### config.mk
export PLATFORM = sky130hd
export DESIGN_NAME = instr_fetch_unit_flat
export DESIGN_NICKNAME = d
export VERILOG_FILES = /design/src/rtl/instr_fetch_if.sv /design/src/rtl/instr_fetch_unit.sv /design/src/flat_wrapper.sv
export SDC_FILE = /design/constraint.sdc
export NUM_CORES = 1
export LEC_CHECK = 0
export BUFFER_PORTS_ARGS = -buffer_cell sky130_fd_sc_hd__buf_2
export CAP_MARGIN = 20
export CORE_UTILIZATION = 50
export CTS_CLUSTER_DIAMETER = 50
export CTS_CLUSTER_SIZE = 20
export DETAILED_ROUTE_END_ITERATION = 6
export PLACE_DENSITY = 0.69
export SETUP_SLACK_MARGIN = 0.5
export SYNTH_ARGS = -nofsm -noshare
export SYNTH_HDL_FRONTEND = slang
export SYNTH_SLANG_ARGS = --single-unit
### constraint.sdc
create_clock -name clk -period 4.9 [get_ports clk]
set_clock_uncertainty 0.1 [all_clocks]
set_input_delay 0.245 -clock clk [delete_from_list [all_inputs] [get_ports clk]]
set_output_delay 0.245 -clock clk [all_outputs]
set_load 0.02 [all_outputs]
### src/rtl/instr_fetch_if.sv
// Fetch unit bus bundle: instruction-memory request/response, redirect strobe,
// decode-side instruction stream and the sticky response-error flag.
interface instr_fetch_if #(
    parameter int ADDR_W = 32,
    parameter int DATA_W = 32
);
    logic              imem_req_valid;
    logic              imem_req_ready;
    logic [ADDR_W-1:0] imem_req_addr;
    logic              imem_rsp_valid;
    logic [DATA_W-1:0] imem_rsp_data;
    logic              redirect_valid;
    logic [ADDR_W-1:0] redirect_pc;
    logic              out_valid;
    logic              out_ready;
    logic [ADDR_W-1:0] out_pc;
    logic [DATA_W-1:0] out_instr;
    logic              rsp_err;

    // The fetch unit itself
    modport master (
        output imem_req_valid, imem_req_addr, out_valid, out_pc, out_instr, rsp_err,
        input  imem_req_ready, imem_rsp_valid, imem_rsp_data, redirect_valid, redirect_pc,
               out_ready
    );

    // Memory, branch unit and decoder as seen from the fetch unit
    modport slave (
        input  imem_req_valid, imem_req_addr, out_valid, out_pc, out_instr, rsp_err,
        output imem_req_ready, imem_rsp_valid, imem_rsp_data, redirect_valid, redirect_pc,
               out_ready
    );
endinterface

### src/rtl/instr_fetch_unit.sv
// Instruction fetch unit: issues sequential fetches under a credit limit, matches
// in-order memory responses against an in-flight tag FIFO, and buffers accepted
// instructions in a small queue for the decoder. Redirects flush the queue and
// turn every in-flight tag stale so late responses are dropped.
module instr_fetch_unit #(
    parameter int                ADDR_W   = 32,
    parameter int                DATA_W   = 32,
    parameter int                PC_INC   = 4,
    parameter logic [ADDR_W-1:0] RESET_PC = '0,
    parameter int                QDEPTH   = 4
) (
    input logic           clk,
    input logic           reset,
    instr_fetch_if.master bus
);
    localparam int             PW       = $clog2(QDEPTH);
    localparam int             CW       = PW + 1;
    localparam logic [CW:0]    QDEPTH_C = (CW+1)'(QDEPTH);

    logic [ADDR_W-1:0] fetch_pc;
    logic [CW-1:0]     outstanding;
    logic [CW-1:0]     qcount;
    logic [CW:0]       credit_used;
    logic              rsp_err;

    // In-flight tags. A live flag per entry plays the role of the epoch: a
    // redirect clears every flag at once, so a stale tag can never alias the
    // current epoch no matter how many redirects happen while it is in flight.
    logic [PW-1:0]     tag_wr;
    logic [PW-1:0]     tag_rd;
    logic [ADDR_W-1:0] tag_pc   [QDEPTH];
    logic [QDEPTH-1:0] tag_live;

    // Instruction queue
    logic [PW-1:0]     q_wr;
    logic [PW-1:0]     q_rd;
    logic [ADDR_W-1:0] q_pc     [QDEPTH];
    logic [DATA_W-1:0] q_instr  [QDEPTH];

    logic fire;
    logic pop;
    logic rsp_take;
    logic rsp_orphan;
    logic q_push;

    assign credit_used        = {1'b0, outstanding} + {1'b0, qcount};
    assign bus.imem_req_valid = !reset && !bus.redirect_valid && (credit_used < QDEPTH_C);
    assign bus.imem_req_addr  = fetch_pc;
    assign fire               = bus.imem_req_valid && bus.imem_req_ready;

    assign bus.out_valid      = !reset && (qcount != '0) && !bus.redirect_valid;
    assign bus.out_pc         = q_pc[q_rd];
    assign bus.out_instr      = q_instr[q_rd];
    assign pop                = bus.out_valid && bus.out_ready;

    // A response with nothing outstanding is an error and touches no state.
    assign rsp_take           = bus.imem_rsp_valid && (outstanding != '0);
    assign rsp_orphan         = bus.imem_rsp_valid && (outstanding == '0);
    assign q_push             = rsp_take && tag_live[tag_rd] && !bus.redirect_valid;

    assign bus.rsp_err        = rsp_err;

    // Control state: PC, credit counters, FIFO pointers, live flags, error flag
    always_ff @(posedge clk) begin
        if (reset) begin
            fetch_pc    <= RESET_PC;
            outstanding <= '0;
            qcount      <= '0;
            tag_wr      <= '0;
            tag_rd      <= '0;
            tag_live    <= '0;
            q_wr        <= '0;
            q_rd        <= '0;
            rsp_err     <= 1'b0;
        end else begin
            if (bus.redirect_valid) begin
                fetch_pc <= bus.redirect_pc;
            end else if (fire) begin
                fetch_pc <= fetch_pc + ADDR_W'(PC_INC);
            end

            outstanding <= outstanding + CW'(fire) - CW'(rsp_take);

            if (fire) begin
                tag_wr <= tag_wr + PW'(1);
            end
            if (rsp_take) begin
                tag_rd <= tag_rd + PW'(1);
            end

            if (bus.redirect_valid) begin
                tag_live <= '0;
            end else if (fire) begin
                tag_live[tag_wr] <= 1'b1;
            end

            if (bus.redirect_valid) begin
                qcount <= '0;
                q_rd   <= q_wr;
            end else begin
                if (q_push) begin
                    q_wr <= q_wr + PW'(1);
                end
                if (pop) begin
                    q_rd <= q_rd + PW'(1);
                end
                qcount <= qcount + CW'(q_push) - CW'(pop);
            end

            if (rsp_orphan) begin
                rsp_err <= 1'b1;
            end
        end
    end

    // Payload storage for tags and queued instructions; no reset needed
    always_ff @(posedge clk) begin
        if (fire) begin
            tag_pc[tag_wr] <= fetch_pc;
        end
        if (q_push && !reset) begin
            q_pc[q_wr]    <= tag_pc[tag_rd];
            q_instr[q_wr] <= bus.imem_rsp_data;
        end
    end
endmodule

### src/flat_wrapper.sv
// flat-port wrapper written by rule: the top's interface ports become plain ports
module instr_fetch_unit_flat 
#(
    parameter int                ADDR_W   = 32,
    parameter int                DATA_W   = 32,
    parameter int                PC_INC   = 4,
    parameter logic [ADDR_W-1:0] RESET_PC = '0,
    parameter int                QDEPTH   = 4
)
  (clk, reset, bus_imem_req_valid, bus_imem_req_addr, bus_out_valid, bus_out_pc, bus_out_instr, bus_rsp_err, bus_imem_req_ready, bus_imem_rsp_valid, bus_imem_rsp_data, bus_redirect_valid, bus_redirect_pc, bus_out_ready);
  instr_fetch_if #(.ADDR_W(ADDR_W), .DATA_W(DATA_W)) bus_i ();
  input logic clk;
  input logic reset;
  output wire logic [$bits(bus_i.imem_req_valid)-1:0] bus_imem_req_valid;
  output wire logic [$bits(bus_i.imem_req_addr)-1:0] bus_imem_req_addr;
  output wire logic [$bits(bus_i.out_valid)-1:0] bus_out_valid;
  output wire logic [$bits(bus_i.out_pc)-1:0] bus_out_pc;
  output wire logic [$bits(bus_i.out_instr)-1:0] bus_out_instr;
  output wire logic [$bits(bus_i.rsp_err)-1:0] bus_rsp_err;
  input wire logic [$bits(bus_i.imem_req_ready)-1:0] bus_imem_req_ready;
  input wire logic [$bits(bus_i.imem_rsp_valid)-1:0] bus_imem_rsp_valid;
  input wire logic [$bits(bus_i.imem_rsp_data)-1:0] bus_imem_rsp_data;
  input wire logic [$bits(bus_i.redirect_valid)-1:0] bus_redirect_valid;
  input wire logic [$bits(bus_i.redirect_pc)-1:0] bus_redirect_pc;
  input wire logic [$bits(bus_i.out_ready)-1:0] bus_out_ready;
  assign bus_imem_req_valid = bus_i.imem_req_valid;
  assign bus_imem_req_addr = bus_i.imem_req_addr;
  assign bus_out_valid = bus_i.out_valid;
  assign bus_out_pc = bus_i.out_pc;
  assign bus_out_instr = bus_i.out_instr;
  assign bus_rsp_err = bus_i.rsp_err;
  assign bus_i.imem_req_ready = bus_imem_req_ready;
  assign bus_i.imem_rsp_valid = bus_imem_rsp_valid;
  assign bus_i.imem_rsp_data = bus_imem_rsp_data;
  assign bus_i.redirect_valid = bus_redirect_valid;
  assign bus_i.redirect_pc = bus_redirect_pc;
  assign bus_i.out_ready = bus_out_ready;
  instr_fetch_unit #(.ADDR_W(ADDR_W), .DATA_W(DATA_W), .PC_INC(PC_INC), .RESET_PC(RESET_PC), .QDEPTH(QDEPTH)) u_core (.clk(clk), .reset(reset), .bus(bus_i));
endmodule
==> results of run 1 <==
-- repair_timing --
action / CTS / global route
hold endpoints to repair: 160 / 0
endpoints found under the setup margin: 0 / 0
hold buffers: 64 / 0
gates resized for setup: 0 / 0
-- Yosys cell counts (4+ instances only) --
cell type	n
sky130_fd_sc_hd__ha_1	15
sky130_fd_sc_hd__nor2_1	35
sky130_fd_sc_hd__a21oi_1	20
sky130_fd_sc_hd__nand3_1	17
sky130_fd_sc_hd__o21ai_0	16
sky130_fd_sc_hd__and3_1	5
sky130_fd_sc_hd__o21a_1	4
sky130_fd_sc_hd__buf_1	14
sky130_fd_sc_hd__nand2_1	30
sky130_fd_sc_hd__and2_1	16
sky130_fd_sc_hd__nor3_1	9
sky130_fd_sc_hd__nand4_1	13
sky130_fd_sc_hd__mux2_1	4
sky130_fd_sc_hd__or3_1	5
sky130_fd_sc_hd__a41oi_1	4
sky130_fd_sc_hd__a22oi_1	5
sky130_fd_sc_hd__mux4_2	97
sky130_fd_sc_hd__xnor2_1	7
sky130_fd_sc_hd__xor2_1	4
sky130_fd_sc_hd__clkbuf_1	22
sky130_fd_sc_hd__edfxtp_1	384
sky130_fd_sc_hd__inv_1	15
sky130_fd_sc_hd__dfxtp_1	55
sky130_fd_sc_hd__a31oi_1	13
-- per-layer routing --
metal,GRT usage [%],vias to the layer above
met4,6.633,0
met5,0,-
li1,-,3948
met2,32.59,281
met3,2.885,53
met1,26.95,4494
-- layout make-up --
class	count	share of cell area (%)
repair buffers	252	8.186
well taps	442	2.775
clock inverters	24	1.438
inverters	16	0.3013
clock buffers	40	4.702
flip-flops and latches	439	63.43
multi-input cells	354	19.17
-- sequential cells by signal, summed over array words and instances, names as in the netlist, 3 cells and up, named ones only --
name                      count
u_core.q_instr              128
u_core.q_pc                 128
u_core.tag_pc               128
u_core.bus.imem_req_addr     32
u_core.tag_live               4
u_core.outstanding            3
u_core.qcount                 3
-- logic make-up (layout without fill, tap and decap cells) --
group	after synthesis	count (layout)	share of synthesized area (%)
compound gates	79	79	3.017
xor+xnor	11	11	0.5778
fa+ha+maj	17	17	1.366
buf+inv	57	332	1.373
flops	439	439	75.77
mux	105	105	13.62
simple gates	142	142	4.278
-- power by group --
part	switching [mW]	internal, mW
clock	1.35	1.59
combinational	0.407	0.353
sequential	0.0934	4.22
total	1.85	6.17
-- how the worst max path moves through the flow --
stage / start / end / slack, ns / cells past startpoint
3_3_place_gp: u_core.outstanding[1]$_SDFF_PP0_ / u_core.outstanding[2]$_SDFF_PP0_ / 1.53 / 10
5_1_grt: u_core.outstanding[1]$_SDFF_PP0_ / u_core.outstanding[2]$_SDFF_PP0_ / 1.30 / 10
6_report: u_core.outstanding[1]$_SDFF_PP0_ / u_core.outstanding[2]$_SDFF_PP0_ / 1.47 / 10
2_1_floorplan: u_core.outstanding[1]$_SDFF_PP0_ / u_core.q_instr[0][0]$_DFFE_PP_ / 1.75 / 5
3_5_place_dp: u_core.outstanding[1]$_SDFF_PP0_ / u_core.outstanding[2]$_SDFF_PP0_ / 1.49 / 10
4_1_cts: u_core.outstanding[1]$_SDFF_PP0_ / u_core.outstanding[2]$_SDFF_PP0_ / 1.47 / 10
-- worst max-delay path: stages (launching register included) --
cell and delay [ns]:
sky130_fd_sc_hd__dfxtp_1 0.44, sky130_fd_sc_hd__ha_1 0.27, sky130_fd_sc_hd__a311o_1 0.29, sky130_fd_sc_hd__or4b_4 0.71, sky130_fd_sc_hd__inv_2 0.46, sky130_fd_sc_hd__ha_1 0.23
sky130_fd_sc_hd__inv_1 0.05, sky130_fd_sc_hd__fa_1 0.37, sky130_fd_sc_hd__xor2_1 0.19, sky130_fd_sc_hd__xnor2_1 0.13, sky130_fd_sc_hd__nor2_1 0.05
==> results.cfg, run 1 <==
[routing]
met2RoutedLength_mm = 15.96
route.final.wire_length_mm = 32.76
detail_route.drc_violations = 0
vias = 8776
antenna_left = 0
dr.first_iter.drc_count = 560
routed_via_density = 5.601
dr_wl_met3_mm = 1.752
final_routed_wire_length_divided_by_cell_count_um = 20.91
routedLengthMet1_mm = 14.23
route.top_layer_used = met4
first_pass_iters = 5

[floorplan]
floorplan.core_area_um2 = 32700
num_rows = 66
floorplan.die.height_um = 184.6
floorplan.die_area_um2 = 34080
die_x_um = 184.6
io-pin-count = 169
initial_core_util_pct = 50.98

[setup_path]
number_of_cells_traversed_by_the_worst_register_to_register_path = 10
critical_path_arrival_ns = 3.73
cp_max_fo = 30
reg2reg_from = u_core.outstanding[1]$_SDFF_PP0_
timing.rr.end = u_core.outstanding[2]$_SDFF_PP0_
rrSetupSlack_ns = 1.47
worstSetupPathType = reg -> reg
worst_ep_required_time_ns = 5.20
timing.critical_path.from_type = flip-flop
critPathCaptureType = flip-flop

[timing]
grt_setup_unrepaired = no
timing.max_slew.rel_slack_pct = 33.66
setup-tns-final_ns = 0
finalSetupViolCount = 0
fin_ws_ns = 1.466
final_min_period_over_clock_period_pct = 70.08
worstMarginPinSlew_ns = 0.9952
finalHoldWorstSlack_ns = 0.03990
timing.final.crit_period_ns = 3.434
finalHoldViolations = 0
number_of_slew_limit_violations_in_the_final_report = 0
achievable-frequency_ghz = 0.2912

[yosys]
ys_warn_count = 0
synthTopCellsByArea = sky130_fd_sc_hd__edfxtp_1 (69%), sky130_fd_sc_hd__mux4_2 (13%), sky130_fd_sc_hd__dfxtp_1 (6.6%)
portion_of_synthesized_cell_area_occupied_by_the_leading_cell_type_pct = 69.16
synthesis.nets = 937
synthDistinctLibCells = 49
mappedNetlistArea_um2 = 16670
count_of_flip_flops_with_a_built_in_enable_after_synthesis = 384
syn_inst_count = 850
post_synth.cell_area_avg_um2 = 19.61
cell_taking_the_most_area_after_synthesis = sky130_fd_sc_hd__edfxtp_1
asyncSetResetFlopFracSynth_pct = 0
synth_ff_type = sky130_fd_sc_hd__edfxtp_1
portion_of_the_post_synthesis_area_used_by_sequential_elements_pct = 75.77
synth.ff_latch_count = 439

[finish]
antenna_cells_inserted = 0
mostFrequentLayoutCell = sky130_fd_sc_hd__edfxtp_1
final_core_utilization_pct = 60.95
post_route_cells_drive_above_1_share_pct = 31.38
multi_input_comb_area_um2 = 3821
mostFrequentLayoutCells = sky130_fd_sc_hd__edfxtp_1 (384), sky130_fd_sc_hd__buf_2 (168), sky130_fd_sc_hd__mux4_2 (97)
instances_no_fill = 1567
num-fill-cells = 2358
layout.nets = 1186
area.sequential_um2 = 12640
syn2layout_area_growth_pct = 19.54
design_area_um2 = 19930

[global_route]
grt_start_max_net_pins = 65
grt_first_pass_wirelength_mm = 50.55
grt_util_all_layers_pct = 19.71
grt_pass1_vias = 9120
total_global_routing_overflow = 0
number_of_antenna_violations_at_the_first_check_in_global_routing = 0

[place]
place_ws_ns = 1.485
globalplace.congestion = 0.8124
hpwl_mm = 19.84
post-place-cells = 1439
port_buffers = 168
placed_cell_area_um2 = 18070

[status]
outcome = finished clean

[cts]
cts_buffers = 36
clk_transition_reported_paths_ns = 0.07
cts_tree = done
numClockSinks = 439
insertion_delay_ns = 0.52
cts_post_setup_buffers_inserted = 0
cts-root-to-sink-buffers = 3
cts.htree.levels = 2
cts_root_buffer = sky130_fd_sc_hd__clkbuf_16

[pwr]
total_leakage_power_nw = 6.707
vdd_ir_drop_max_mv = 0.2350
finalPower_mw = 8.013
power_per_cell_area_nw_per_um2 = 402.1

[worst_hold_path]
min-delay-path-class = in -> reg
worst_hold_path.endpoint = u_core.bus.imem_req_addr[28]$_SDFFE_PP0P_
min-delay-start = bus_redirect_pc[28]
whs_path_depth = 4

[job]
max_cap_viol_count = 0
(Power assumes the default switching activity.)
==> run 2: changes to the inputs <==
==> constraint.sdc (replaced) <==
create_clock -name clk -period 3.26 [get_ports clk]
set_clock_uncertainty 0.1 [all_clocks]
set_input_delay 0.163 -clock clk [delete_from_list [all_inputs] [get_ports clk]]
set_output_delay 0.163 -clock clk [all_outputs]
set_load 0.02 [all_outputs]
==> results.cfg, run 2 (synthesis gave the netlist of run 1 again) <==
[status]
outcome = finished clean

[timing]
number_of_slew_limit_violations_in_the_final_report = 0
timing.final.crit_period_ns = 2.696
grt_setup_unrepaired = yes
finalHoldViolations = 0
fin_ws_ns = 0.5639
final_min_period_over_clock_period_pct = 82.70
worstMarginPinSlew_ns = 0.8402
setup-tns-final_ns = 0
finalSetupViolCount = 0
achievable-frequency_ghz = 0.3709
timing.max_slew.rel_slack_pct = 43.78

[routing]
first_pass_iters = 5
antenna_left = 0
routed_via_density = 5.560
final_routed_wire_length_divided_by_cell_count_um = 20.42
route.final.wire_length_mm = 32.51
detail_route.drc_violations = 0
vias = 8852
dr.first_iter.drc_count = 559

[pwr]
power_per_cell_area_nw_per_um2 = 599.8
switchingPower_mw = 2.855
total_leakage_power_nw = 6.893
swShare_pct = 23.35
pwr-share-seq_pct = 53.3
clockPowerShare_pct = 36.8
vdd_ir_drop_max_mv = 0.3178
combPwrFrac_pct = 9.9
power_report.internal_total_mw = 9.373

[floorplan]
floorplan.core_area_um2 = 32700
die_x_um = 184.6
io-pin-count = 169
floorplan.die_area_um2 = 34080
floorplan.die.height_um = 184.6
initial_core_util_pct = 50.98
num_rows = 66

[worst_hold_path]
whs_path_depth = 5
min-delay-path-class = in -> reg

[setup_path]
worst_ep_required_time_ns = 3.57
critical_path_arrival_ns = 3.01
cp_max_fo = 3
rrSetupSlack_ns = 0.56
number_of_cells_traversed_by_the_worst_register_to_register_path = 10
critPathCaptureType = flip-flop
worstSetupPathType = reg -> reg
timing.critical_path.from_type = flip-flop

[finish]
mostFrequentLayoutCells = sky130_fd_sc_hd__edfxtp_1 (384), sky130_fd_sc_hd__buf_2 (168), sky130_fd_sc_hd__mux4_2 (97)
mostFrequentLayoutCell = sky130_fd_sc_hd__edfxtp_1
antenna_cells_inserted = 0
post_route_cells_drive_above_1_share_pct = 33.65
biggestRegsByFlops = u_core.q_instr (128), u_core.q_pc (128), u_core.tag_pc (128)
syn2layout_area_growth_pct = 22.27
layout.nets = 1209

[cts]
cts.htree.levels = 2
insertion_delay_ns = 0.53
cts_root_buffer = sky130_fd_sc_hd__clkbuf_16
cts-root-to-sink-buffers = 3
numClockSinks = 439
clk_transition_reported_paths_ns = 0.07
cts_buffers = 36
cts_tree = done

[global_route]
grt_start_max_net_pins = 49
grt_pass1_vias = 8872
number_of_antenna_violations_at_the_first_check_in_global_routing = 0
grt_first_pass_wirelength_mm = 49.81
grt_util_all_layers_pct = 19.37
total_global_routing_overflow = 0

[place]
hpwl_mm = 20.35
place_ws_ns = 0.5504
globalplace.congestion = 0.7940
port_buffers = 168

[job]
max_cap_viol_count = 0
## run 2: cell count changes in the layout (fill, tap and decap cells not counted), moves of 4 or more
cell	previous run	this run
sky130_fd_sc_hd__and2_1	12	8
sky130_fd_sc_hd__clkinv_4	0	4
sky130_fd_sc_hd__buf_4	20	24
sky130_fd_sc_hd__and2_2	0	4
sky130_fd_sc_hd__buf_12	0	15
sky130_fd_sc_hd__dlygate4sd3_1	64	68
## run 2: area by class of cell
class,count,area [um^2]
repair buffers,275,2002
clock buffers,40,937.1
fillers,2345,12320
multi-input cells,354,3861
flip-flops and latches,439,12650
inverters,16,65.06
well taps,442,553.0
clock inverters,26,319.1
## run 2: path summary, 6_finish.rpt
| check | startpoint | to |
|---|---|---|
| worst max register to register | u_core.outstanding[1]$_SDFF_PP0_ | u_core.outstanding[2]$_SDFF_PP0_ |
| worst max-delay path | u_core.outstanding[1]$_SDFF_PP0_ | u_core.outstanding[2]$_SDFF_PP0_ |
| worst min register to register | u_core.tag_live[3]$_SDFFE_PP0P_ | u_core.tag_live[3]$_SDFFE_PP0P_ |
| worst min-delay path | bus_out_ready | flip-flop |
## run 2: power by group through the flow
stage | logic [mW] | registers, mW | clock network, mW
after floorplan | 0.772 | 6.58 | 0
after CTS | 1.18 | 6.52 | 4.61
after global placement | 1.09 | 6.64 | 0
final | 1.21 | 6.52 | 4.50
after global routing | 1.33 | 6.54 | 4.81
after detailed placement | 1.11 | 6.65 | 0
## run 2: critical path, cell delays in order (launching register included)
cell	delay (ns)
sky130_fd_sc_hd__dfxtp_4	0.36
sky130_fd_sc_hd__ha_4	0.23
sky130_fd_sc_hd__a311o_1	0.34
sky130_fd_sc_hd__or4b_4	0.56
sky130_fd_sc_hd__clkinv_4	0.08
sky130_fd_sc_hd__ha_4	0.12
sky130_fd_sc_hd__inv_2	0.04
sky130_fd_sc_hd__fa_2	0.39
sky130_fd_sc_hd__xor2_2	0.16
sky130_fd_sc_hd__xnor2_1	0.15
sky130_fd_sc_hd__nor2_1	0.06
## run 2: metrics by stage
stage               utilization (%)  power, mW  hold slack (ns)  cells  area (um^2)
floorplan                         -      7.347           0.1619    850        16690
global placement              56.12      7.731           0.2781   1451        18350
detailed placement            56.12      7.759           0.2778   1451        18350
CTS                           62.04      12.31        0.0004169   1585        20290
global route                  62.34      12.69          0.07287   1592        20390
finish                        62.34      12.23         0.005513   1592        20390
## run 2: layer usage
metal	track usage, %	part of all wire (%)
met1	26.94	43
met2	31.74	49
met3	2.667	5.9
met4	6.333	2.6
met5	0	0
## run 2: what timing repair did
action	in CTS	in global routing
setup buffers	0	7
hold buffers	68	0
gates resized for setup	0	11
setup endpoints to repair	0	8
hold endpoints to repair	165	0
